<file path="config.mk">
export PLATFORM = sky130hd
export DESIGN_NAME = sync_tx_launcher
export DESIGN_NICKNAME = d
export VERILOG_FILES = /design/src/rtl/sync_tx_launcher.sv
export SDC_FILE = /design/constraint.sdc
export NUM_CORES = 1
export LEC_CHECK = 0
export CAP_MARGIN = 25
export CORE_MARGIN = 5
export CORE_UTILIZATION = 50
export DETAILED_ROUTE_END_ITERATION = 8
export GPL_TIMING_DRIVEN = 1
export PLACE_DENSITY = 0.7
export SYNTH_ARGS = -nofsm -noshare
export SYNTH_HDL_FRONTEND = slang
export SYNTH_SLANG_ARGS = --single-unit
export TNS_END_PERCENT = 20
</file>
<file path="constraint.sdc">
create_clock -name clk_a -period 2.4 [get_ports clk_a]
set_input_delay 0.72 -clock clk_a [delete_from_list [all_inputs] [get_ports clk_a]]
set_output_delay 0.72 -clock clk_a [all_outputs]
set_load 0.05 [all_outputs]
</file>
<file path="src/rtl/sync_tx_launcher.sv">
// Source-domain launcher: buffers producer words and presents each on a held-stable bus with a multi-cycle enable.
// Optional SYNC_TX_LAUNCHER_STATS_EN adds launch_count and full_stall counters.
module sync_tx_launcher #(
    parameter int unsigned DW     = 4,
    parameter int unsigned DEPTH  = 4,
    parameter int unsigned SETUP  = 1,
    parameter int unsigned HOLD   = 4,
    parameter int unsigned SETTLE = 4
) (
    input  logic                     clk_a,
    input  logic                     arst,
    input  logic [DW-1:0]            in_data,
    input  logic                     in_valid,
    output logic                     in_ready,
    output logic [DW-1:0]            data_out,
    output logic                     data_en,
    output logic                     busy,
    output logic [$clog2(DEPTH):0]   fifo_level
`ifdef SYNC_TX_LAUNCHER_STATS_EN
    ,
    output logic [15:0]              launch_count,
    output logic [15:0]              full_stall
`endif
);

    localparam int unsigned AW = $clog2(DEPTH);
    localparam int unsigned LW = AW + 1;
    localparam logic [7:0]    SETUP_LD  = 8'(SETUP - 1);
    localparam logic [7:0]    HOLD_LD   = 8'(HOLD - 1);
    localparam logic [7:0]    SETTLE_LD = 8'(SETTLE - 1);
    localparam logic [LW-1:0] LVL_FULL  = LW'(DEPTH);

    typedef enum logic [1:0] {
        ST_IDLE   = 2'd0,
        ST_SETUP  = 2'd1,
        ST_ASSERT = 2'd2,
        ST_SETTLE = 2'd3
    } state_t;

    state_t          state, state_nx;
    logic [7:0]      cnt, cnt_nx;
    logic            pop, push;
    logic [AW-1:0]   wr_ptr, rd_ptr;
    logic [DW-1:0]   mem [DEPTH];
    logic [LW-1:0]   level_nx;

    assign push = in_valid && in_ready;

    // Occupancy is tracked explicitly so full and empty never alias.
    always_comb begin
        level_nx = fifo_level;
        if (push && !pop) begin
            level_nx = fifo_level + LW'(1);
        end else if (!push && pop) begin
            level_nx = fifo_level - LW'(1);
        end
    end

    // Launch sequencer: one shared down-counter times each phase.
    always_comb begin
        state_nx = state;
        cnt_nx   = cnt;
        pop      = 1'b0;
        case (state)
            ST_IDLE: begin
                if (fifo_level != '0) begin
                    pop      = 1'b1;
                    cnt_nx   = SETUP_LD;
                    state_nx = ST_SETUP;
                end
            end
            ST_SETUP: begin
                if (cnt == 8'd0) begin
                    cnt_nx   = HOLD_LD;
                    state_nx = ST_ASSERT;
                end else begin
                    cnt_nx = cnt - 8'd1;
                end
            end
            ST_ASSERT: begin
                if (cnt == 8'd0) begin
                    cnt_nx   = SETTLE_LD;
                    state_nx = ST_SETTLE;
                end else begin
                    cnt_nx = cnt - 8'd1;
                end
            end
            ST_SETTLE: begin
                if (cnt == 8'd0) begin
                    state_nx = ST_IDLE;
                end else begin
                    cnt_nx = cnt - 8'd1;
                end
            end
            default: begin
                state_nx = ST_IDLE;
            end
        endcase
    end

    always_ff @(posedge clk_a or posedge arst) begin
        if (arst) begin
            state <= ST_IDLE;
            cnt   <= 8'd0;
        end else begin
            state <= state_nx;
            cnt   <= cnt_nx;
        end
    end

    // Registered outputs are computed from next-state values so they track the FSM without glitches.
    always_ff @(posedge clk_a or posedge arst) begin
        if (arst) begin
            fifo_level <= '0;
            wr_ptr     <= '0;
            rd_ptr     <= '0;
            in_ready   <= 1'b1;
            busy       <= 1'b0;
            data_en    <= 1'b0;
            data_out   <= '0;
        end else begin
            fifo_level <= level_nx;
            in_ready   <= (level_nx != LVL_FULL);
            busy       <= (state_nx != ST_IDLE) || (level_nx != '0);
            data_en    <= (state_nx == ST_ASSERT);
            if (push) begin
                wr_ptr <= wr_ptr + AW'(1);
            end
            if (pop) begin
                rd_ptr   <= rd_ptr + AW'(1);
                data_out <= mem[rd_ptr];
            end
        end
    end

    always_ff @(posedge clk_a) begin
        if (push) begin
            mem[wr_ptr] <= in_data;
        end
    end

`ifdef SYNC_TX_LAUNCHER_STATS_EN
    // launch_count wraps; full_stall saturates.
    always_ff @(posedge clk_a or posedge arst) begin
        if (arst) begin
            launch_count <= 16'd0;
            full_stall   <= 16'd0;
        end else begin
            if (pop) begin
                launch_count <= launch_count + 16'd1;
            end
            if (in_valid && !in_ready && (full_stall != 16'hFFFF)) begin
                full_stall <= full_stall + 16'd1;
            end
        end
    end
`endif

endmodule

</file>
---- Word level (Yosys, flattened, before mapping) ----
Memories as Yosys holds them, arrays and structs flattened. A register that Yosys moved wholly into a read port is not among the register bits.
Cells that the tools add are included.
word-level totals
  memory bits (writable) .................. 16
  bits of input ports ..................... 7
  memories ................................ 1
  register bits ........................... 20
operators by class
  muxes and demuxes ....................... 15
  eq/ne operators ......................... 7
  reductions and logical operators ........ 13
  add/sub/neg operators ................... 5
memory list
  name  words  width  read ports  clocked after Yosys merged registers in  write ports  line  source
  mem   4      4      1           1                                        1            44    logic [DW-1:0] mem [DEPTH];
operators by type and width
  cell                   number
  $mux W8                3
  $pmux W8 S3            1
  $logic_not A8 Y1       1
  $mux W2                4
  $pmux W2 S4            1
  $sub A8 B1 Y8 const B  1
  $eq A2 B2 Y1 const B   3
  $mux W3                2
  $reduce_bool A3 Y1     2
  $add A2 B1 Y2 const B  2
  $mux W1                4
  $ne A2 B2 Y1 const B   2
  $add A3 B1 Y3 const B  1
  $logic_and A1 B1 Y1    3
  $ne A3 B3 Y1 const B   1
  $sub A3 B1 Y3 const B  1
  $eq A2 B1 Y1 const B   1
  $logic_not A1 Y1       2
  $logic_not A2 Y1       1
  $reduce_and A2 Y1      1
  $reduce_bool A2 Y1     1
  $reduce_or A2 Y1       1
  $logic_or A1 B1 Y1     1

---- Longest topological paths before layout ----
Gate-level depths: netlist (run 1).
  depth in word-level cells ............... 8
  depth in mapped cells ................... 7

---- Worst setup path before layout (run 1) ----
No wires, ideal clock.
  path type ............................... register -> register
  start point ............................. reg fifo_level[0]
  end point ............................... reg busy
  data required time ...................... 2261 ps
  setup slack ............................. 134 ps
  arrival ................................. 2128 ps
  cell stages (with the launch flop) ...... 8
  buffers on the path ..................... 0
  cells stage by stage .................... dfrtp_1 inv_1 ha_1 nor2b_1 o21ai_0 o22ai_1 xor2_1 or4b_1
on the way
  longest elaborated chain between the ends .. 8
RTL lines
  item                                                            line    source
  from (decl)                                                     18      output logic [$clog2(DEPTH):0] fifo_level
  from (signal assigned)                                          122     fifo_level <= level_nx;
  $reduce_bool A3 Y1                                              66      if (fifo_level != '0) begin
  $mux W1                                                         66
  $mux W1                                                         64      case (state)
  $logic_and A1 B1 Y1 / $logic_not A1 Y1 (equally long branches)  54, 52
  $mux W3 / $logic_and A1 B1 Y1 (equally long branches)           54, 52
  $mux W3 *                                                       52      if (push && !pop) begin
  via level_nx[2]                                                 45      logic [LW-1:0] level_nx;
  $reduce_bool A3 Y1 *                                            124     busy <= (state_nx != ST_IDLE) || (level_nx != '0);
  $logic_or A1 B1 Y1 *                                            124
  to (signal assigned)                                            124
  to (decl)                                                       17      output logic busy,
Mark *: on every way through the listed nets, which the timed path passes. The rest lies on a longest branch.
A chain may end at the register's enable or synchronous reset.

---- Worst setup path after layout (run 1) ----
  start point ............................. reg fifo_level[1]
  end point ............................... out fifo_level[1]
No word-level cell between the ends.

==> flow_summary.toml, run 1 <==
[clock_network]
clk_latency_ns = 0.30
clk_pin_slew_ns = 0.08
postCtsResizedCells = 0
cts-hold-fix-buffers = 0
cts_tree = "yes"
postCtsSetupRepairBufs = 0
cts_sinks = 40
cts_buffer_depth = 2
cts-htree-levels = 2
cts_root_buf = "clkbuf_8"
cts_inserted_buffers = 5

[critical_path]
worstPathRequired_ns = 1.68
critPathMaxFanout = 6
timing.rr.start = "cnt[1]$_DFFE_PP0P_"
critical-path-max-stage-delay_ns = 0.86
worst_setup_path_start_kind = "flip-flop"
cp.arrival_ns = 1.64
reg2reg_slack_ns = 0.17
crit_buf_inv = 1
cp_cell_sequence = "clkdlybuf4s50_1"
critical_path.endpoint_type = "primary output"
path_delay_family = "buffers and inverters"
rr_worst_depth = 7
path_class = "flip-flop to primary output"
critPathSlowestCell = "clkdlybuf4s50_1"
r2r_end = "busy$_DFF_PP0_"

[place]
dp_hpwl_mm = 2.65
place.gp.congestion = 0.872
port-buffer-count = 16
dp.cells = 235

[route]
wl_per_cell_um = 14.6
finalWirelength_mm = 3.55
dr.pass1.iters = 4
wl_met3_um = 107
top_layer = "met4"
num_vias = 1335
ant_nets = 0
met2WireLength_mm = 1.77
drc = 0
viasPerCell = 5.49
wl_met1_mm = 1.63
drtIter0Drc = 51

[yosys]
syn_nets = 185
seq_area_frac_synth_pct = 54.4
yosys.area.top_type = "dfrtp_1"
async_flop_share_pct = 60.0
synth_top_area_share_pct = 28.9
synth.area.top_cells = "dfrtp_1 (29%), edfxtp_1 (24%), ha_1 (8.8%)"
yosysUniqueCellTypes = 40
synth_flop_cell = "dfrtp_1"
yosys-top-cells-count = "nand2_1 (24), dfrtp_1 (23), edfxtp_1 (16)"
synth_enable_flop_cells = 16
synth.avg_cell_area_um2 = 12.1
syn_area_mm2 = 0.00199
synth_most_common_cell = "nand2_1"
ys_seq_elements = 40
synth_cells = 164
yosysWarnings = 0

[power]
ir_drop_mv = 0.893
finalPower_w = 0.00346
cellPowerDensity_mw_per_mm2 = 1480
power.leakage_nw = 0.999

[global_routing]
antenna_found_initial = 0
grt_pass1_wl_mm = 5.98
grt_pass1_vias = 1315
track_usage_pct = 14.6
grt-ovfl-total = 0
grt_max_degree = 25

[min_path]
worstHoldStart = "data_out[1]$_DFFE_PP0P_"
hold_class = "flip-flop to flip-flop"
hold_depth = 2
min_to = "data_out[1]$_DFFE_PP0P_"

[sta]
min_period_ns = 2.36
relSlewSlack_pct = 65.8
worstMarginPinSlew_ns = 0.511
rsz0062_at_grt = "false"
hold_ws_ns = 0.485
slew_violations = 0
setup-tns-final_ns = 0
fin_crit_sh_pct = 98.2
hold_violations = 0
fin_skew_ns = 0.0127
fmax_ghz = 0.424
setup-violations-final = 0

[cells_and_area]
fin_nets = 213
multiInputGateArea_um2 = 870
drive_gt1_share_pct = 14.5
fin_util_pct = 59.4
n_fill_cell = 322
seqCellArea_mm2 = 0.00108
diodes = 0
finalNonFillerCells = 243
area_growth_pct = 17.7

[floorplan]
start_util_pct = 50.5
core_area_mm2 = 0.00394
fp.dieH_um = 73.1
ioPinCount = 17
rows = 23
die_area_mm2 = 0.00534
die_w_um = 73.1

[outcome]
outcome = "finished clean"

[job]
drv_cap = 0
## per-stage QoR
stage | cell area [µm²] | setup slack [ns]
after floorplan | 1990 | 0.134
after global placement | 2250 | 0.0861
after detailed placement | 2250 | -0.00502
after CTS | 2340 | 0.0582
after global routing | 2340 | 0.0145
final | 2340 | 0.0430
## logic make-up after synthesis
logic type | synth area share [%]
flops | 54.4
fa+ha+maj | 8.80
mux | 5.03
buf+inv | 2.07
compound gates | 11.7
xor+xnor | 3.52
simple gates | 14.5
## worst max path at each step
stage | startpoint | endpoint | slack, ns | depth (start not counted)
finish | fifo_level[1]$_DFF_PP0_ | fifo_level[1] | 0.04 | 1
global route | fifo_level[1]$_DFF_PP0_ | fifo_level[1] | 0.01 | 1
CTS | fifo_level[1]$_DFF_PP0_ | fifo_level[1] | 0.06 | 1
detailed placement | in_valid | busy$_DFF_PP0_ | -0.005 | 6
global placement | in_valid | busy$_DFF_PP0_ | 0.09 | 6
floorplan | fifo_level[0]$_DFF_PP0_ | busy$_DFF_PP0_ | 0.13 | 7
## flip-flops by register name, summed over array words and instances (netlist names)
signal      flops
in_ready        1
mem            16
cnt             8
state           2
busy            1
fifo_level      3
rd_ptr          2
data_en         1
data_out        4
wr_ptr          2
## layout make-up
type / instances / share of cell area, %
clock buffer: 5 / 2.94
tap: 50 / 2.67
sequential: 40 / 46.2
timing repair buffer: 22 / 8.65
clock inverter: 3 / 0.801
inverter: 10 / 1.60
multi-input combinational: 113 / 37.1
## routing by layer
metal	vias to the layer above	global-route usage [%]
li1	650	-
met1	652	18.7
met2	26	23.9
met3	7	3.44
met4	0	5.33
met5	-	0
## power breakdown
part           leakage (nW)  switching (W)  internal (W)  total [W]
clock                0.0479       0.000233      0.000202   0.000435
sequential            0.443       0.000215      0.000957    0.00117
combinational         0.508        0.00108      0.000775    0.00185
total                 0.999        0.00153       0.00193    0.00346
## layout by cell type, fill, tap and decap left out, types with 2 or more instances in the layout
cell type and instances:
xnor2_1 6, a21oi_1 6, ha_1 14, a21o_1 2
edfxtp_1 16, nand2_1 24, clkinv_2 2, dfrtp_1 23
a32o_1 2, nor2_1 10, o31ai_1 3, mux4_2 4
and3_1 4, buf_4 7, o21ai_0 10, inv_1 10
nand3_1 2, nor3_1 2, clkbuf_8 5, clkdlybuf4s50_1 15
xor2_1 2
(Power assumes the default switching activity.)
==> run 2: changes to the inputs <==
Settings changed: SETUP_SLACK_MARGIN from default to 0.05, SLEW_MARGIN from default to 5.
==> run 2 against run 1 <==
  * Clock skew grew 0.00099 ns
  * Sequential cell count is the same
  * Via count shrank 0.52%
  * Register-to-register slack is essentially flat
  * Worst hold slack is essentially flat
  * Sequential power is essentially flat
  * Total power shrank 0.13%
  * Non-clock buffer count is the same
  * Clock-buffer cell count is the same
  * First-iteration DRC count shrank 2.0%
  * Die area is the same
  * Worst setup slack gained 0.10 ns
  * Critical endpoint is now fifo_level[0]
  * Largest cell class unchanged
==> flow_summary.toml, run 2 (synthesis gave the netlist of run 1 again) <==
[critical_path]
crit_cells = 1
critPathMaxFanout = 5
reg2reg_slack_ns = 0.17
critical_path.endpoint_type = "primary output"
critical-path-max-stage-delay_ns = 0.83
worstPathRequired_ns = 1.68
critPathSlowestCell = "clkdlybuf4s50_1"
startpoint = "fifo_level[0]$_DFF_PP0_"
worstSetupEndpoint = "fifo_level[0]"
path_class = "flip-flop to primary output"
cp_cell_sequence = "clkdlybuf4s50_1"
cp.arrival_ns = 1.54
path_delay_family = "buffers and inverters"
rr_worst_depth = 7
crit_buf_inv = 1
timing.rr.start = "cnt[1]$_DFFE_PP0P_"
worst_setup_path_start_kind = "flip-flop"
r2r_end = "busy$_DFF_PP0_"

[cells_and_area]
diodes = 0
area_growth_pct = 17.8
final_common_cell = "nand2_1"
final_cell_mix = "nand2_1 (24), dfrtp_1 (23), edfxtp_1 (16)"
finalInstanceArea_mm2 = 0.00234
reg.largest.list = "mem (16), cnt (8), data_out (4)"
fin_nets = 213
drive_gt1_share_pct = 14.5
largest_reg_flops = 16
regMostFlops = "mem"
fin_util_pct = 59.5

[route]
dr.pass1.iters = 4
finalWirelength_mm = 3.54
ant_nets = 0
viasPerCell = 5.47
drc = 0
wl_per_cell_um = 14.6
num_vias = 1328
drtIter0Drc = 50

[clock_network]
clk_latency_ns = 0.30
cts_tree = "yes"
cts-hold-fix-buffers = 0
cts_sinks = 40
cts_buffer_depth = 2
cts_inserted_buffers = 5
cts_root_buf = "clkbuf_8"
cts-htree-levels = 2
clk_pin_slew_ns = 0.08

[global_routing]
antenna_found_initial = 0
grt_pass1_wl_mm = 5.98
grt_pass1_vias = 1315
grt-ovfl-total = 0
track_usage_pct = 14.6
grt_max_degree = 25

[sta]
fin_crit_sh_pct = 94.1
worstMarginPinSlew_ns = 0.510
setup-violations-final = 0
min_period_ns = 2.26
hold_ws_ns = 0.485
fin_skew_ns = 0.0137
hold_violations = 0
relSlewSlack_pct = 65.9
setup_ws_ns = 0.143
slew_violations = 0
fmax_ghz = 0.443
rsz0062_at_grt = "true"

[place]
port-buffer-count = 16
place.gp.congestion = 0.872
placed_cell_area_mm2 = 0.00225
dp_slack_ns = -0.00502
dp_hpwl_mm = 2.65

[floorplan]
start_util_pct = 50.5
core_area_mm2 = 0.00394
die_area_mm2 = 0.00534
die_w_um = 73.1
fp.dieH_um = 73.1
ioPinCount = 17
rows = 23

[power]
cellPowerDensity_mw_per_mm2 = 1470
finalPower_w = 0.00346
ir_drop_mv = 0.890
power.leakage_nw = 1.01

[outcome]
outcome = "finished clean"

[min_path]
worstHoldStart = "data_out[1]$_DFFE_PP0P_"
hold_class = "flip-flop to flip-flop"

[job]
drv_cap = 0
[run 2: changes by cell type in the layout (fill, tap and decap cells not counted), sizes merged]
cell / change
clkdlybuf4s50: -1
dlymetal6s2s: +1
[run 2: cell type report]
cell class              count  area, µm²
fillers                   320       1600
flip-flops and latches     40       1080
multi-input cells         113        870
repair buffers             22        205
clock buffers               5       68.8
well taps                  50       62.6
inverters                  10       37.5
clock inverters             3       18.8
[run 2: how the worst min path moves through the flow]
| stage | end | cells past startpoint | slack [ns] |
|---|---|---|---|
| after floorplan | cnt[7]$_DFFE_PP0P_ | 1 | 0.47 |
| after global placement | data_out[3]$_DFFE_PP0P_ | 2 | 0.46 |
| after detailed placement | data_out[0]$_DFFE_PP0P_ | 2 | 0.47 |
| after CTS | data_out[0]$_DFFE_PP0P_ | 2 | 0.49 |
| after global routing | data_out[0]$_DFFE_PP0P_ | 2 | 0.52 |
| final | data_out[1]$_DFFE_PP0P_ | 2 | 0.48 |
[run 2: layer usage]
layer	vias up	global-route usage, %	routed length (µm)
li1	648	-	-
met1	650	18.7	1630
met2	23	23.9	1760
met3	7	3.44	105
met4	0	5.33	48
met5	-	0	0
[run 2: through the flow]
step | setup TNS [ns] | std cells
2_1_floorplan | 0 | 164
3_3_place_gp | 0 | 235
3_5_place_dp | -0.00502 | 235
4_1_cts | 0 | 243
5_1_grt | 0 | 243
6_report | 0 | 243
[run 2: timing repair]
action | in CTS | in global routing
resized for setup | 0 | 2
setup endpoints to repair | 0 | 2
buffers inserted | 0 | 0
[run 2: power by group]
group	total (W)	internal, W	switching (W)	leakage [nW]
clock network	0.000436	0.000202	0.000233	0.0479
logic	0.00185	0.000775	0.00107	0.520
registers	0.00117	0.000957	0.000214	0.443
total	0.00346	0.00193	0.00152	1.01
[run 2: worst min-delay path: cells and delay by family (launching register included)]
kind	cells	cell delay (ns)
DFF	1	0.35
and+or+nand+nor	2	0.11
==> run 3: changes to the inputs <==
Settings changed: CORE_MARGIN 5 to default.
==> run 3 against run 2 <==
  * Largest cell class unchanged
  * Non-clock buffer count is the same
  * Maximum frequency fell by 2.6%
  * Worst setup slack worse by 0.061 ns
  * Critical path type unchanged
==> flow_summary.toml, run 3 (synthesis gave the netlist of run 1 again) <==
[cells_and_area]
area_growth_pct = 19.5
finalNonFillerCells = 241
fin_nets = 213
diodes = 0
final_cell_mix = "nand2_1 (24), dfrtp_1 (23), edfxtp_1 (16)"
drive_gt1_share_pct = 14.5
fin_util_pct = 63.6
final_common_cell = "nand2_1"
regMostFlops = "mem"
reg.largest.list = "mem (16), cnt (8), data_out (4)"
largest_reg_flops = 16

[route]
dr.pass1.iters = 4
finalWirelength_mm = 3.64
drc = 0
ant_nets = 0
num_vias = 1362
wl_per_cell_um = 15.1
drtIter0Drc = 46
viasPerCell = 5.65

[critical_path]
critical_path.endpoint_type = "primary output"
worst_setup_path_start_kind = "flip-flop"
crit_buf_inv = 1
worstPathRequired_ns = 1.68
critical-path-max-stage-delay_ns = 0.84
critPathMaxFanout = 6
cp.arrival_ns = 1.60
cp_cell_sequence = "clkdlybuf4s50_1"
critPathSlowestCell = "clkdlybuf4s50_1"
path_class = "flip-flop to primary output"
path_delay_family = "buffers and inverters"

[clock_network]
cts_inserted_buffers = 5
clk_pin_slew_ns = 0.08
cts_buffer_depth = 2
clk_latency_ns = 0.29
cts-htree-levels = 2
cts-hold-fix-buffers = 0
cts_tree = "yes"
cts_root_buf = "clkbuf_8"
cts_sinks = 40

[floorplan]
core_area_mm2 = 0.00374
start_util_pct = 53.2
rows = 22
fp.dieH_um = 65.1
die_area_mm2 = 0.00424
die_w_um = 65.1
ioPinCount = 17

[sta]
setup_ws_ns = 0.0818
slew_violations = 0
worstMarginPinSlew_ns = 0.500
fin_crit_sh_pct = 96.6
setup-violations-final = 0
relSlewSlack_pct = 66.6
rsz0062_at_grt = "true"
setup-tns-final_ns = 0
fin_skew_ns = 0.00707
fmax_ghz = 0.431
hold_violations = 0
min_period_ns = 2.32

[power]
ir_drop_mv = 1.03
cellPowerDensity_mw_per_mm2 = 1520
finalPower_w = 0.00362
power.leakage_nw = 1.01

[place]
port-buffer-count = 16
dp.cells = 233
dp_hpwl_mm = 2.66
place.gp.congestion = 0.823
dp_slack_ns = -0.0345

[global_routing]
grt-ovfl-total = 0
grt_pass1_vias = 1402
antenna_found_initial = 0
track_usage_pct = 20.2
grt_pass1_wl_mm = 6.29
grt_max_degree = 25

[outcome]
outcome = "finished clean"

[job]
drv_cap = 0

[min_path]
hold_class = "flip-flop to flip-flop"
-- run 3: per-stage QoR --
stage	hold slack [ns]	instance area (µm²)
final	0.480	2380
after CTS	0.482	2370
after global routing	0.517	2380
after floorplan	0.472	1990
after detailed placement	0.462	2250
after global placement	0.459	2250
-- run 3: layer usage --
metal	GRT usage [%]	wire length, µm	vias up
li1	-	-	643
met1	25.3	1630	675
met2	32.2	1790	34
met3	6.08	144	10
met4	9.51	81	0
met5	0	0	-
-- run 3: final timing paths --
check	depth (start not counted)	start	to	slack, ns
min in group asynchronous	3	arst	data_out[0]$_DFFE_PP0P_	0.80
max in group asynchronous	3	arst	in_ready$_DFF_PP1_	1.29
min	2	data_out[2]$_DFFE_PP0P_	data_out[2]$_DFFE_PP0P_	0.48
max	1	fifo_level[1]$_DFF_PP0_	fifo_level[1]	0.08
max reg2reg	7	cnt[0]$_DFFE_PP0P_	busy$_DFF_PP0_	0.18
min reg2reg	2	data_out[2]$_DFFE_PP0P_	data_out[2]$_DFFE_PP0P_	0.48
-- run 3: area by class of cell --
cell class | instances | area, µm²
clock buffer | 6 | 82.6
clock inverter | 2 | 38.8
fill | 311 | 1360
inverter | 10 | 37.5
multi-input combinational | 113 | 876
sequential | 40 | 1080
tap | 48 | 60.1
timing repair buffer | 22 | 203
-- run 3: report_power, final --
group | internal (W) | switching, W
clock | 0.000340 | 0.000237
combinational | 0.000786 | 0.00109
sequential | 0.000957 | 0.000219
total | 0.00208 | 0.00154
-- run 3: what timing repair did --
item | CTS | global route
setup endpoints to repair | 0 | 2
resized for setup | 0 | 2
endpoints found under the hold margin | 0 | 0
buffers inserted | 0 | 0
